==> src/rtl/spi_slave_responder_pkg.sv <==
// spi_slave_pkg
// Shared types and constants for the SPI slave responder.
//   spi_slave_state_t        : responder FSM state encoding
//   SPI_SLAVE_MIN_OVERSAMPLE : minimum clock/SCLK frequency ratio the
//                              oversampling front end is designed for
package spi_slave_pkg;

    typedef enum logic [1:0] {
        ARMING   = 2'd0,
        IDLE     = 2'd1,
        ACTIVE   = 2'd2,
        COMPLETE = 2'd3
    } spi_slave_state_t;

    localparam int SPI_SLAVE_MIN_OVERSAMPLE = 12;

endpackage

==> src/rtl/spi_slave_responder_if.sv <==
// spi_slave_responder_if
// The four SPI pins between a master and the responder.
//   SCLK : serial clock from the master, idles low
//   SS   : slave select from the master, active low
//   MOSI : master-to-slave data
//   MISO : slave-to-master data
// Modports: master drives SCLK/SS/MOSI, slave drives MISO.
interface spi_slave_responder_if;
    logic SCLK;
    logic SS;
    logic MOSI;
    logic MISO;

    modport master (output SCLK, output SS, output MOSI, input MISO);
    modport slave  (input SCLK, input SS, input MOSI, output MISO);
endinterface

==> src/rtl/spi_slave_input_sync.sv <==
// spi_slave_input_sync
// Synchronizes SCLK, SS and MOSI into the clock domain and produces
// registered one-cycle edge strobes. Levels and strobes leave on the same
// register stage, so a strobe and the matching level are always aligned.
//   clock, reset            : system clock, synchronous active-high reset
//   sclk_in, ss_in, mosi_in : raw pins
//   ss_lvl, mosi_lvl        : synchronized levels
//   sclk_rise, sclk_fall    : SCLK edge strobes
//   ss_rise, ss_fall        : SS edge strobes
module spi_slave_input_sync #(
    parameter int SYNC_STAGES = 2
) (
    input  logic clock,
    input  logic reset,
    input  logic sclk_in,
    input  logic ss_in,
    input  logic mosi_in,
    output logic ss_lvl,
    output logic mosi_lvl,
    output logic sclk_rise,
    output logic sclk_fall,
    output logic ss_rise,
    output logic ss_fall
);

    logic [SYNC_STAGES-1:0] sclk_sync;
    logic [SYNC_STAGES-1:0] ss_sync;
    logic [SYNC_STAGES-1:0] mosi_sync;
    logic                   sclk_lvl;

    // SS resets to the "selected" level so that a frame already running when
    // reset releases produces no ss_fall; the FSM then waits for a real high.
    always_ff @(posedge clock) begin
        if (reset) begin
            sclk_sync <= '0;
            ss_sync   <= '0;
            mosi_sync <= '0;
            sclk_lvl  <= 1'b0;
            ss_lvl    <= 1'b0;
            mosi_lvl  <= 1'b0;
            sclk_rise <= 1'b0;
            sclk_fall <= 1'b0;
            ss_rise   <= 1'b0;
            ss_fall   <= 1'b0;
        end else begin
            sclk_sync <= {sclk_sync[SYNC_STAGES-2:0], sclk_in};
            ss_sync   <= {ss_sync[SYNC_STAGES-2:0], ss_in};
            mosi_sync <= {mosi_sync[SYNC_STAGES-2:0], mosi_in};
            sclk_lvl  <= sclk_sync[SYNC_STAGES-1];
            ss_lvl    <= ss_sync[SYNC_STAGES-1];
            mosi_lvl  <= mosi_sync[SYNC_STAGES-1];
            sclk_rise <= sclk_sync[SYNC_STAGES-1] & ~sclk_lvl;
            sclk_fall <= ~sclk_sync[SYNC_STAGES-1] & sclk_lvl;
            ss_rise   <= ss_sync[SYNC_STAGES-1] & ~ss_lvl;
            ss_fall   <= ~ss_sync[SYNC_STAGES-1] & ss_lvl;
        end
    end

endmodule

==> src/rtl/spi_slave_responder.sv <==
// spi_slave_responder
// SPI slave that shifts in one SPI_WIDTH-bit word per SS frame (MSB first)
// and returns a reply word on MISO, fully oversampled in the clock domain.
//
//   state    | meaning
//   ---------+-----------------------------------------------------------
//   ARMING   | after reset; wait for SS high so a running frame is skipped
//   IDLE     | SS high, waiting for ss_fall to start a frame
//   ACTIVE   | frame in progress, shifting on SCLK edges
//   COMPLETE | word received, extra SCLK falls flag overrun until SS rises
//
// Ports:
//   clock, reset : system clock, synchronous active-high reset
//   spi          : SPI pins (slave modport), MISO registered
//   tx_data/tx_valid/tx_ready : reply word handshake into holding register
//   rx_data/rx_valid          : received word, rx_valid pulses on update
//   underrun, aborted, overrun: one-cycle status pulses
module spi_slave_responder
    import spi_slave_pkg::*;
#(
    parameter int SPI_WIDTH   = 12,
    parameter int SYNC_STAGES = 2
) (
    input  logic                 clock,
    input  logic                 reset,
    spi_slave_responder_if.slave spi,
    input  logic [SPI_WIDTH-1:0] tx_data,
    input  logic                 tx_valid,
    output logic                 tx_ready,
    output logic [SPI_WIDTH-1:0] rx_data,
    output logic                 rx_valid,
    output logic                 underrun,
    output logic                 aborted,
    output logic                 overrun
);

    localparam int             CW       = $clog2(SPI_WIDTH + 1);
    localparam logic [CW-1:0]  CNT_FULL = CW'(SPI_WIDTH);
    localparam logic [CW-1:0]  CNT_LAST = CW'(SPI_WIDTH - 1);

    logic ss_lvl, mosi_lvl;
    logic sclk_rise, sclk_fall, ss_rise, ss_fall;

    spi_slave_input_sync #(
        .SYNC_STAGES (SYNC_STAGES)
    ) u_sync (
        .clock     (clock),
        .reset     (reset),
        .sclk_in   (spi.SCLK),
        .ss_in     (spi.SS),
        .mosi_in   (spi.MOSI),
        .ss_lvl    (ss_lvl),
        .mosi_lvl  (mosi_lvl),
        .sclk_rise (sclk_rise),
        .sclk_fall (sclk_fall),
        .ss_rise   (ss_rise),
        .ss_fall   (ss_fall)
    );

    spi_slave_state_t     state, state_next;
    logic [SPI_WIDTH-1:0] hold_word;
    logic                 hold_full;
    logic [SPI_WIDTH-1:0] tx_shift;
    logic [SPI_WIDTH-2:0] rx_shift;
    logic [SPI_WIDTH-1:0] rx_next;
    logic [CW-1:0]        bit_cnt;
    logic                 miso_q;

    logic start_frame, shift_bit, drive_bit, finish_word;
    logic abort_frame, flag_overrun, clear_miso;

    assign rx_next  = {rx_shift, mosi_lvl};
    assign tx_ready = ~hold_full;
    assign spi.MISO = miso_q;

    always_ff @(posedge clock) begin
        if (reset) state <= ARMING;
        else       state <= state_next;
    end

    always_comb begin
        state_next   = state;
        start_frame  = 1'b0;
        shift_bit    = 1'b0;
        drive_bit    = 1'b0;
        finish_word  = 1'b0;
        abort_frame  = 1'b0;
        flag_overrun = 1'b0;
        clear_miso   = 1'b0;
        case (state)
            ARMING: begin
                if (ss_lvl) state_next = IDLE;
            end
            IDLE: begin
                if (ss_fall) begin
                    start_frame = 1'b1;
                    state_next  = ACTIVE;
                end
            end
            ACTIVE: begin
                // ss_rise dominates, except that it still completes a word
                // whose final bit lands in the same cycle.
                if (ss_rise) begin
                    if (sclk_fall && bit_cnt == CNT_LAST) begin
                        shift_bit   = 1'b1;
                        finish_word = 1'b1;
                    end else begin
                        abort_frame = 1'b1;
                    end
                    clear_miso = 1'b1;
                    state_next = IDLE;
                end else if (sclk_fall) begin
                    shift_bit = 1'b1;
                    if (bit_cnt == CNT_LAST) begin
                        finish_word = 1'b1;
                        clear_miso  = 1'b1;
                        state_next  = COMPLETE;
                    end
                end else if (sclk_rise) begin
                    drive_bit = 1'b1;
                end
            end
            COMPLETE: begin
                if (ss_rise)        state_next   = IDLE;
                else if (sclk_fall) flag_overrun = 1'b1;
            end
            default: state_next = ARMING;
        endcase
    end

    always_ff @(posedge clock) begin
        if (reset) begin
            hold_word <= '0;
            hold_full <= 1'b0;
            tx_shift  <= '0;
            rx_shift  <= '0;
            bit_cnt   <= '0;
            miso_q    <= 1'b0;
            rx_data   <= '0;
            rx_valid  <= 1'b0;
            underrun  <= 1'b0;
            aborted   <= 1'b0;
            overrun   <= 1'b0;
        end else begin
            rx_valid <= finish_word;
            aborted  <= abort_frame;
            overrun  <= flag_overrun;
            underrun <= start_frame & ~hold_full;

            // A word accepted in the ss_fall cycle finds hold_full low here,
            // so the frame underruns and the new word waits for the next one.
            if (start_frame && hold_full) begin
                hold_full <= 1'b0;
            end else if (tx_valid && !hold_full) begin
                hold_word <= tx_data;
                hold_full <= 1'b1;
            end

            if (start_frame) begin
                tx_shift <= hold_full ? hold_word : '0;
                rx_shift <= '0;
                bit_cnt  <= '0;
            end else if (shift_bit) begin
                tx_shift <= {tx_shift[SPI_WIDTH-2:0], 1'b0};
                rx_shift <= rx_next[SPI_WIDTH-2:0];
                if (bit_cnt != CNT_FULL) bit_cnt <= bit_cnt + 1'b1;
            end

            if (finish_word) rx_data <= rx_next;

            if (start_frame)     miso_q <= hold_full & hold_word[SPI_WIDTH-1];
            else if (clear_miso) miso_q <= 1'b0;
            else if (drive_bit)  miso_q <= tx_shift[SPI_WIDTH-1];
        end
    end

endmodule
==> src/flat_wrapper.sv <==
// flat-port wrapper written by rule: the top's interface ports become plain ports
module spi_slave_responder_flat import spi_slave_pkg::*;
#(
    parameter int SPI_WIDTH   = 12,
    parameter int SYNC_STAGES = 2
)
  (clock, reset, tx_data, tx_valid, tx_ready, rx_data, rx_valid, underrun, aborted, overrun, spi_SCLK, spi_SS, spi_MOSI, spi_MISO);
  spi_slave_responder_if spi_i ();
  input  logic clock;
  input  logic reset;
  input  logic [SPI_WIDTH-1:0] tx_data;
  input  logic tx_valid;
  output logic tx_ready;
  output logic [SPI_WIDTH-1:0] rx_data;
  output logic rx_valid;
  output logic underrun;
  output logic aborted;
  output logic overrun;
  input wire logic [$bits(spi_i.SCLK)-1:0] spi_SCLK;
  input wire logic [$bits(spi_i.SS)-1:0] spi_SS;
  input wire logic [$bits(spi_i.MOSI)-1:0] spi_MOSI;
  output wire logic [$bits(spi_i.MISO)-1:0] spi_MISO;
  assign spi_i.SCLK = spi_SCLK;
  assign spi_i.SS = spi_SS;
  assign spi_i.MOSI = spi_MOSI;
  assign spi_MISO = spi_i.MISO;
  spi_slave_responder #(.SPI_WIDTH(SPI_WIDTH), .SYNC_STAGES(SYNC_STAGES)) u_core (.clock(clock), .reset(reset), .spi(spi_i), .tx_data(tx_data), .tx_valid(tx_valid), .tx_ready(tx_ready), .rx_data(rx_data), .rx_valid(rx_valid), .underrun(underrun), .aborted(aborted), .overrun(overrun));
endmodule
==> config.mk <==
export PLATFORM = sky130hd
export DESIGN_NAME = spi_slave_responder_flat
export DESIGN_NICKNAME = d
export VERILOG_FILES = /design/src/rtl/spi_slave_responder_pkg.sv /design/src/rtl/spi_slave_responder_if.sv /design/src/rtl/spi_slave_input_sync.sv /design/src/rtl/spi_slave_responder.sv /design/src/flat_wrapper.sv
export SDC_FILE = /design/constraint.sdc
export NUM_CORES = 1
export LEC_CHECK = 0
export CAP_MARGIN = 10
export CORE_MARGIN = 2
export CORE_UTILIZATION = 58
export CTS_CLUSTER_DIAMETER = 80
export DETAILED_ROUTE_END_ITERATION = 10
export PLACE_DENSITY = 0.83
export SETUP_SLACK_MARGIN = 0.3
export SYNTH_ARGS = -nofsm -noshare
export SYNTH_HDL_FRONTEND = slang
export SYNTH_SLANG_ARGS = --single-unit
export TNS_END_PERCENT = 20
==> constraint.sdc <==
create_clock -name clock -period 4.2 [get_ports clock]
set_input_delay 0.63 -clock clock [delete_from_list [all_inputs] [get_ports clock]]
set_output_delay 0.63 -clock clock [all_outputs]
set_load 0.01 [all_outputs]
==> impl_metrics.tcl <==
set metrics [dict create \
    hold_depth 1 \
    dp_slack_ps 1440 \
    min_period_ps 2400 \
    drive_gt1_share_pct 6.19 \
    yosysWarnings 0 \
    cts_tree "yes" \
    cp.arrival_ps 2630 \
    vias 2034 \
    io_buffers 35 \
    hold_buffers 0 \
    critPathKind "in -> reg" \
    outcome "complete, no violations" \
    regArea_sq_um 1440 \
    wl_mm 4.66 \
    dpl_cell_area_sq_um 3070 \
    synth-seq-cells 72 \
    peakVddDrop_mv 0.282 \
    stdcell_area_sq_um 3240 \
    dieWidth_microns 72.4 \
    grt_max_degree 48 \
    worst_pin_slew_ps 873 \
    cts_root_buffer "clkbuf_8" \
    setup_tns_ps 0 \
    die-area_sq_um 5240 \
    drcViolationCount 0 \
    initial_utilization_pct 61.4 \
    avgRoutedWirePerCell_microns 11.9 \
    avgSynthCellArea_sq_um 8.97 \
    ys_seq_area_share_pct 53.2 \
    worstRegToRegCells 6 \
    maxSlewHeadroom_pct 41.8 \
    htree_levels 3 \
    drt_pass1_iterations 4 \
    crit_path_start_kind "input pin" \
    p_sw_uw 281 \
    final_nets 359 \
    cts-resized-gates 0 \
    antenna_found_initial 0 \
    place_hpwl_mm 3.12 \
    ys.flop_type "dfxtp_1" \
    clock_skew_ps 9.20 \
    synthArstFlopShare_pct 0 \
    cp-end-kind "flip-flop" \
    via_per_inst 5.20 \
    syn_nets 327 \
    max-clock-path-buffers 2 \
    grt_usage_pct 20.0 \
    core_region_area_sq_um 4410 \
    drt_iter0_drc 76 \
    antenna_left 0 \
    hold_class "reg -> reg" \
    grt-ovfl-total 0 \
    setup_viol 0 \
    clkSinkCount 72 \
    post-cts-setup-buffer-count 0 \
    die_height_microns 72.4 \
    cp_max_fo 47 \
    multiInputGateArea_sq_um 1180 \
    rows 24 \
    maxSlewViolCount 0 \
    drv_cap 0 \
    clk_pin_slew_ps 70 \
    grt_pass1_wl_mm 8.08 \
    routabilityCongestion 0.726 \
    p_sw_share_pct 22.6 \
    p_leak_nw 1.24 \
    netlist_instances 302 \
    synth_cell_types 36 \
    synth_edf_count 0 \
    fmax_mhz 416 \
    areaGrowthSynthToFinish_pct 19.4 \
    clock_latency_ps 340 \
    powerDensity_nw_per_um2 383 \
    pwr-share-seq_pct 57.0 \
    clockPowerShare_pct 37.1 \
    p_comb_share_pct 5.9 \
    grt_pass1_vias 1890 \
    cts_buffers 9 \
    rsz0062_at_grt "no" \
    p_int_uw 960 \
    antenna_cells 0 \
    cp_data_required_time_ps 4430 \
    hold_viol_final 0 \
    syn_area_sq_um 2710 \
    fin_ws_ps 1800 \
    io_pins 36 \
    fillCellCount 344 \
    timing.final.crit_share_pct 57.2 \
]
kinds of logic (layout without fill, tap and decap cells):
logic type	count (synthesis)	after routing	share of synthesized area (%)
simple gates	129	129	22.1
flops	72	72	53.2
compound gates	59	59	13.2
buf+inv	21	58	3.14
mux	13	13	4.85
fa+ha+maj	7	7	3.23
xor+xnor	1	1	0.323
worst max-delay path, cell delays in order:
cell and delay [ps]:
clkdlybuf4s50_1 450, buf_4 410, nand2b_1 750, nor2_1 80
mux2_1 310
worst paths after layout:
check / start / to / slack [ps]
worst min register to register: u_core.u_sync.sclk_lvl / u_core.u_sync.sclk_rise / 410
worst min-delay path: u_core.u_sync.sclk_lvl / u_core.u_sync.sclk_rise / 410
worst max-delay path: reset / u_core.bit_cnt[3] / 1800
worst max register to register: u_core.state[0] / u_core.tx_shift[5] / 2100
final cells by class:
class	count	share of cell area (%)
repair buffers	36	11.1
inverters	6	0.696
clock inverters	4	0.619
well taps	52	2.01
clock buffers	12	4.49
flip-flops and latches	72	44.5
multi-input cells	209	36.6
cells in the final DEF, fill, tap and decap left out, drive strengths merged, types with 2 or more instances in the layout:
| cell type | n |
|---|---|
| nand3 | 2 |
| clkinv | 4 |
| a21oi | 40 |
| nand3b | 3 |
| dfxtp | 72 |
| nor3 | 4 |
| o21ai | 10 |
| nand4 | 3 |
| clkbuf | 12 |
| clkdlybuf4s50 | 35 |
| nand2b | 2 |
| a211oi | 3 |
| ha | 7 |
| inv | 6 |
| nor2b | 16 |
| nor3b | 2 |
| nand2 | 85 |
| nor2 | 8 |
| mux2i | 12 |
through the flow:
step / hold WS (ps) / power [mW] / utilization [%] / instances
2_1_floorplan: 383 / 0.768 / - / 302
3_3_place_gp: 392 / 0.792 / 69.6 / 375
3_5_place_dp: 399 / 0.796 / 69.6 / 375
4_1_cts: 408 / 1.25 / 73.3 / 391
5_1_grt: 426 / 1.29 / 73.3 / 391
6_report: 405 / 1.24 / 73.3 / 391
synthesized netlist by cell type (all sizes together) (2+ instances only):
cell    instances  area (sq um)
ha              7          87.6
buf             4          21.3
nand2          85           319
clkbuf         11          41.3
nand3b          3          35.0
nand2b          2          12.5
nor3            4          25.0
o21ai          10          50.1
a21oi          40           204
inv             6          22.5
nor3b           2          15.0
nor2b          16           100
dfxtp          72          1440
mux2i          12           120
nand3           2          10.0
nor2            8          30.0
a211oi          3          35.0
nand4           3          18.8
layer usage:
metal	vias to the layer above	share of wire [%]	global-route usage, %
met5	-	0	0
met4	0	1.6	9.43
met3	7	3.9	5.83
met2	35	47	32.5
met1	930	48	24.4
li1	1062	-	-
registers in the layout, summed over array words and instances, names as in the netlist, 2 cells and up:
register / cells
u_core.tx_shift: 12
u_core.hold_word: 12
u_core.rx_data: 12
u_core.u_sync.sclk_sync: 2
u_core.bit_cnt: 4
u_core.state: 2
u_core.rx_shift: 11
u_core.u_sync.ss_sync: 2
u_core.u_sync.mosi_sync: 2
power by group through the flow:
| stage | logic (mW) | registers (mW) | clock network (mW) |
|---|---|---|---|
| after floorplan | 0.0480 | 0.720 | 0 |
| after global placement | 0.0709 | 0.721 | 0 |
| after detailed placement | 0.0734 | 0.722 | 0 |
| after CTS | 0.0737 | 0.706 | 0.471 |
| after global routing | 0.0831 | 0.708 | 0.498 |
| final | 0.0732 | 0.707 | 0.460 |
Note: power is estimated with default switching activity, not from simulation.
==> edit 1, RTL diff (same settings) <==
Reset style: asynchronous (`reset`), changed in 3 clocked blocks. Comments in the files are not updated.
--- a/src/rtl/spi_slave_input_sync.sv
+++ b/src/rtl/spi_slave_input_sync.sv
@@ -30,7 +30,7 @@
 
     // SS resets to the "selected" level so that a frame already running when
     // reset releases produces no ss_fall; the FSM then waits for a real high.
-    always_ff @(posedge clock) begin
+    always_ff @(posedge clock or posedge reset) begin
         if (reset) begin
             sclk_sync <= '0;
             ss_sync   <= '0;
--- a/src/rtl/spi_slave_responder.sv
+++ b/src/rtl/spi_slave_responder.sv
@@ -73,7 +73,7 @@
     assign tx_ready = ~hold_full;
     assign spi.MISO = miso_q;
 
-    always_ff @(posedge clock) begin
+    always_ff @(posedge clock or posedge reset) begin
         if (reset) state <= ARMING;
         else       state <= state_next;
     end
@@ -128,7 +128,7 @@
         endcase
     end
 
-    always_ff @(posedge clock) begin
+    always_ff @(posedge clock or posedge reset) begin
         if (reset) begin
             hold_word <= '0;
             hold_full <= 1'b0;
Formal check against the unedited RTL: differs if reset is asserted again (counterexample within 4 cycles, from zero or initial values and one cycle with reset high); with reset held inactive, the same outputs for 10 cycles.
==> edit 1 against the original RTL <==
Synthesized area rose by 7.4%; sequential cell count unchanged; wire length is 3.9% higher; worst setup slack gained 0.13 ns; critical path depth unchanged; largest cell class unchanged; design area rose by 8.0%; critical endpoint is now u_core.rx_data[0]; non-clock buffer count increased by 1.
Power is not compared: it rests on default switching activity, and its combinational part moved more than twofold at a synthesized area within 25%.
==> edit 1: results (changes against the original RTL) <==
- All-Layer GR Usage: 19.87% (-0.12 points)
- Cells after Synth: 248 (-18%)
- Worst r2r path cells: 5 (-1)
- Inverters: 9 (+3)
- Top delay family on crit path: simple AND/OR/NAND/NOR gates
- CTS Sinks: 72 (unchanged)
- Reg-to-reg slack, setup: 1.93 ns (-0.17 ns)
- Repair and plain buffers: 37 (+2.8%)
- Met2 Usage GRT: 30.80% (-1.7 points)
- Signal buf overhead: 10.45% (-0.61 points)
- Vias in the first global route: 1838 (-2.8%)
- Met1 usage: 26.59% (+2.2 points)
- Non-filler cells in the finished layout: 353 (-9.7%)
- Gpl congestion: 0.8142 (+12%)
- Clock Skew: 0.005962 ns (-0.003242 ns)
- Global-route wire length before repair: 8.321 mm (+3.0%)
- Worst path arrival time: 2.49 ns (-0.14 ns)
- Clock latency on the worst-skew pair: 0.34 ns (about the same)
- Post-DP Area: 3291 µm² (+7.2%)
- Post-synthesis cell type count: 31 (-14%)
- Hold path cells: 0 (-1)
- Hold Path End: u_core.u_sync.mosi_sync[1]
- Comb_multi_in: 153 (-27%)
- Pre-CTS worst setup slack: 1.789 ns (+0.3473 ns)
- Crit path launch type: flop
- Worst hold slack: 0.3497 ns (-0.05544 ns)
- Hpwl dp: 3.089 mm (-0.93%)
- Critical path endpoint: u_core.rx_data[0]
- Number of nets in the layout: 306 (-15%)
- Synth area leaders: dfrtp_1 (62%), mux2_2 (9.3%), nand3_1 (7.6%)
- Fill cells: 332 (-3.5%)
- Status: complete, no violations
- CP max FO: 14 (-70%)
- Multi-input gate share of the layout cell area: 28.78% (-7.8 points)
- Worst-margin pin slew: 1.118 ns (+0.2443 ns)
- Synth Net Count: 272 (-17%)
- Register area share after synthesis: 61.91% (+8.7 points)
- Share of layout cells above drive strength 1: 15.73% (+9.5 points)
- Async set-or-reset flop fraction in the synthesized netlist: 100.0% (+100 points)
- FMAX: 440.3 MHz (+5.8%)
- Final-layout clock-cell area share: 5.870% (+0.77 points)
- Slowest-stage cell, CP: nor2_1
- FF-to-FF Start: u_core.state[0]
- Commonest cells in the netlist: dfrtp_1 (72), nand3_1 (44), nand2_1 (29), mux2_2 (24), a21oi_1 (15)
- Ant. Diodes: 0 (unchanged)
- DRT iter0 DRCs: 88 (+16%)
- Via density: 5.346 (+2.8%)
- Worst Hold Launch: u_core.u_sync.mosi_sync[0]
- Fraction of area in registers: 51.54% (+7.0 points)
- Placed insts: 338 (-9.9%)
- WL per Instance: 13.73 µm (+15%)
- Final Util: 73.05% (-0.25 points)
- Largest net degree at the start of global routing: 39 (-19%)
## edit 1: changes by cell type after synthesis, moves of 10 or more
cell / change
mux2i_1: -10
dfxtp_1: -72
a21oi_1: -24
dfrtp_1: +72
mux2_2: +24
nand2_1: -56
nand3_1: +42
nor2b_1: -12
## edit 1: power breakdown
part | internal [W] | switching [W]
Sequential | 0.000831 | 0.000101
Combinational | 0.000171 | 0.000162
Clock | 0.000318 | 0.000235
Total | 0.00132 | 0.000498
## edit 1: cells by family (layout without fill, tap and decap cells)
logic type | count (synthesis) | in the layout | share of synthesized area, %
buffers and inverters | 23 | 61 | 3.525
XOR/XNOR | 1 | 1 | 0.3010
AND/OR/NAND/NOR | 91 | 91 | 15.35
flip-flops | 72 | 72 | 61.91
AO/OA/AOI/OAI | 29 | 29 | 6.363
adder cells (fa/ha/maj) | 6 | 6 | 2.579
multiplexers | 26 | 26 | 9.974
## edit 1: metal layers
metal,wire (µm),part of all wire [%]
met1,2250,46
met2,2371,49
met3,165,3.4
met4,60,1.2
met5,0,0
==> edit 2, RTL diff (same settings) <==
Without the edit above. `SPI_WIDTH` is set to 12 in 2 places; all go to 6.
--- a/src/rtl/spi_slave_responder.sv
+++ b/src/rtl/spi_slave_responder.sv
@@ -18,7 +18,7 @@
 module spi_slave_responder
     import spi_slave_pkg::*;
 #(
-    parameter int SPI_WIDTH   = 12,
+    parameter int SPI_WIDTH   = 6,
     parameter int SYNC_STAGES = 2
 ) (
     input  logic                 clock,
--- a/src/flat_wrapper.sv
+++ b/src/flat_wrapper.sv
@@ -1,7 +1,7 @@
 // flat-port wrapper written by rule: the top's interface ports become plain ports
 module spi_slave_responder_flat import spi_slave_pkg::*;
 #(
-    parameter int SPI_WIDTH   = 12,
+    parameter int SPI_WIDTH   = 6,
     parameter int SYNC_STAGES = 2
 )
   (clock, reset, tx_data, tx_valid, tx_ready, rx_data, rx_valid, underrun, aborted, overrun, spi_SCLK, spi_SS, spi_MOSI, spi_MISO);
Ports: changed (resized rx_data and tx_data); port bits go from 36 to 24. No check against the original RTL was run, so the function may have changed too.
==> edit 2 against the original RTL <==
Design area fell by 32%; sequential cell count decreased by 25; synthesized area fell by 29%; worst setup slack improved by 0.23 ns; non-clock buffer count down 12; synthesized cell count down 35%; critical path depth is 1 lower; wire length fell by 21%; power fell by 39%; largest power group unchanged; highest routed layer unchanged.
==> edit 2: results (changes against the original RTL) <==
- Met2 wire length: 1.911 mm (-13%)
- Total CTS buffers: 5 (-4)
- Post-synthesis cell type count: 41 (+14%)
- DRT iter0 DRCs: 85 (+12%)
- P_leak: 0.8391 nW (-32%)
- Adder-Cell Fraction of Synth Area: 4.537% (+1.3 points)
- Buffers on Ports: 23 (-34%)
- Grt met3 use: 6.832% (+1.0 points)
- Worst Hold Launch: u_core.u_sync.ss_sync[1]
- Multiplexer share of the synthesized area: 6.740% (+1.9 points)
- Cell Pwr Density: 344.1 nW/µm² (-10%)
- FF-to-FF End: u_core.tx_shift[2]
- Met3 routed WL: 216 µm (+20%)
- Largest regs: u_core.hold_word x6, u_core.rx_data x6, u_core.tx_shift x6
- Hpwl dp: 2.669 mm (-14%)
- CP max FO: 21 (-55%)
- FF-to-FF Start: u_core.bit_cnt[1]
- Met1 wire length: 1.509 mm (-32%)
- Post-Synth XOR/XNOR Area: 0% (-0.32 points)
- Gpl congestion: 0.7560 (+4.1%)
- Synth Area in Compound Gates: 14.39% (+1.2 points)
- Worst-path clk slew: 0.12 ns (+0.05 ns)
- Synth Net Count: 216 (-34%)
- Via density: 5.733 (+10%)
- All-Layer GR Usage: 22.13% (+2.1 points)
- Global-route wire length before repair: 6.058 mm (-25%)
- Pre-CTS worst setup slack: 1.617 ns (+0.1754 ns)
- FMAX: 460.2 MHz (+11%)
- Register area share after synthesis: 48.74% (-4.4 points)
- Max IR drop VDD: 0.0002196 V (-22%)
- Share of layout cells above drive strength 1: 7.477% (+1.3 points)
- Relative slew slack: 52.31% (+11 points)
- WL per Instance: 14.32 µm (+20%)
- Ant. Diodes: 0 (unchanged)
- Critical path endpoint: u_core.state[0]
- Met2 Usage GRT: 39.55% (+7.0 points)
- Status: complete, no violations
- Vias in the first global route: 1365 (-28%)
- Clock Skew: 0.01117 ns (+0.001968 ns)
- Commonest cells in the netlist: dfxtp_1 (47), nor2b_1 (18), nor2_1 (17), a21oi_1 (13), mux2i_1 (13)
-- edit 2: where the power goes --
| part | switching, W | internal (W) | leakage, nW |
|---|---|---|---|
| logic | 0.0000392 | 0.0000398 | 0.423 |
| registers | 0.0000117 | 0.000460 | 0.382 |
| clock network | 0.000133 | 0.0000778 | 0.0341 |
| total | 0.000184 | 0.000577 | 0.839 |
-- edit 2: metrics by stage --
| step | cells | hold slack (ns) |
|---|---|---|
| floorplan | 197 | 0.3835 |
| global route | 258 | 0.4356 |
| finish | 258 | 0.4186 |
| detailed placement | 251 | 0.4044 |
| CTS | 258 | 0.4209 |
| global placement | 251 | 0.3922 |
-- edit 2: layout make-up --
type                    instances  share of cell area, %
inverters                       6                  1.018
repair buffers                 24                  10.75
well taps                      44                  2.489
clock buffers                   6                  2.319
flip-flops and latches         47                  42.53
clock inverters                 1                 0.2262
multi-input cells             130                  40.67
-- edit 2: cells by family after synthesis --
kind of cell / after synthesis
adders and majority gates: 7
buffers and inverters: 20
AOI/OAI and AO/OA: 39
muxes: 13
DFF: 47
and+or+nand+nor: 71
-- edit 2: worst max-delay path, cell delays in order --
cell	delay, ns
clkdlybuf4s50_1	0.77
buf_4	0.39
or4_1	0.51
o32ai_1	0.13
-- edit 2: how the worst min path moves through the flow --
stage | to | slack [ns] | cells past startpoint
after floorplan | u_core.u_sync.sclk_rise | 0.38 | 1
after global placement | u_core.u_sync.sclk_rise | 0.39 | 1
after detailed placement | u_core.u_sync.ss_fall | 0.40 | 1
after CTS | u_core.u_sync.sclk_rise | 0.42 | 1
after global routing | u_core.u_sync.ss_fall | 0.44 | 1
final | u_core.u_sync.ss_fall | 0.42 | 1
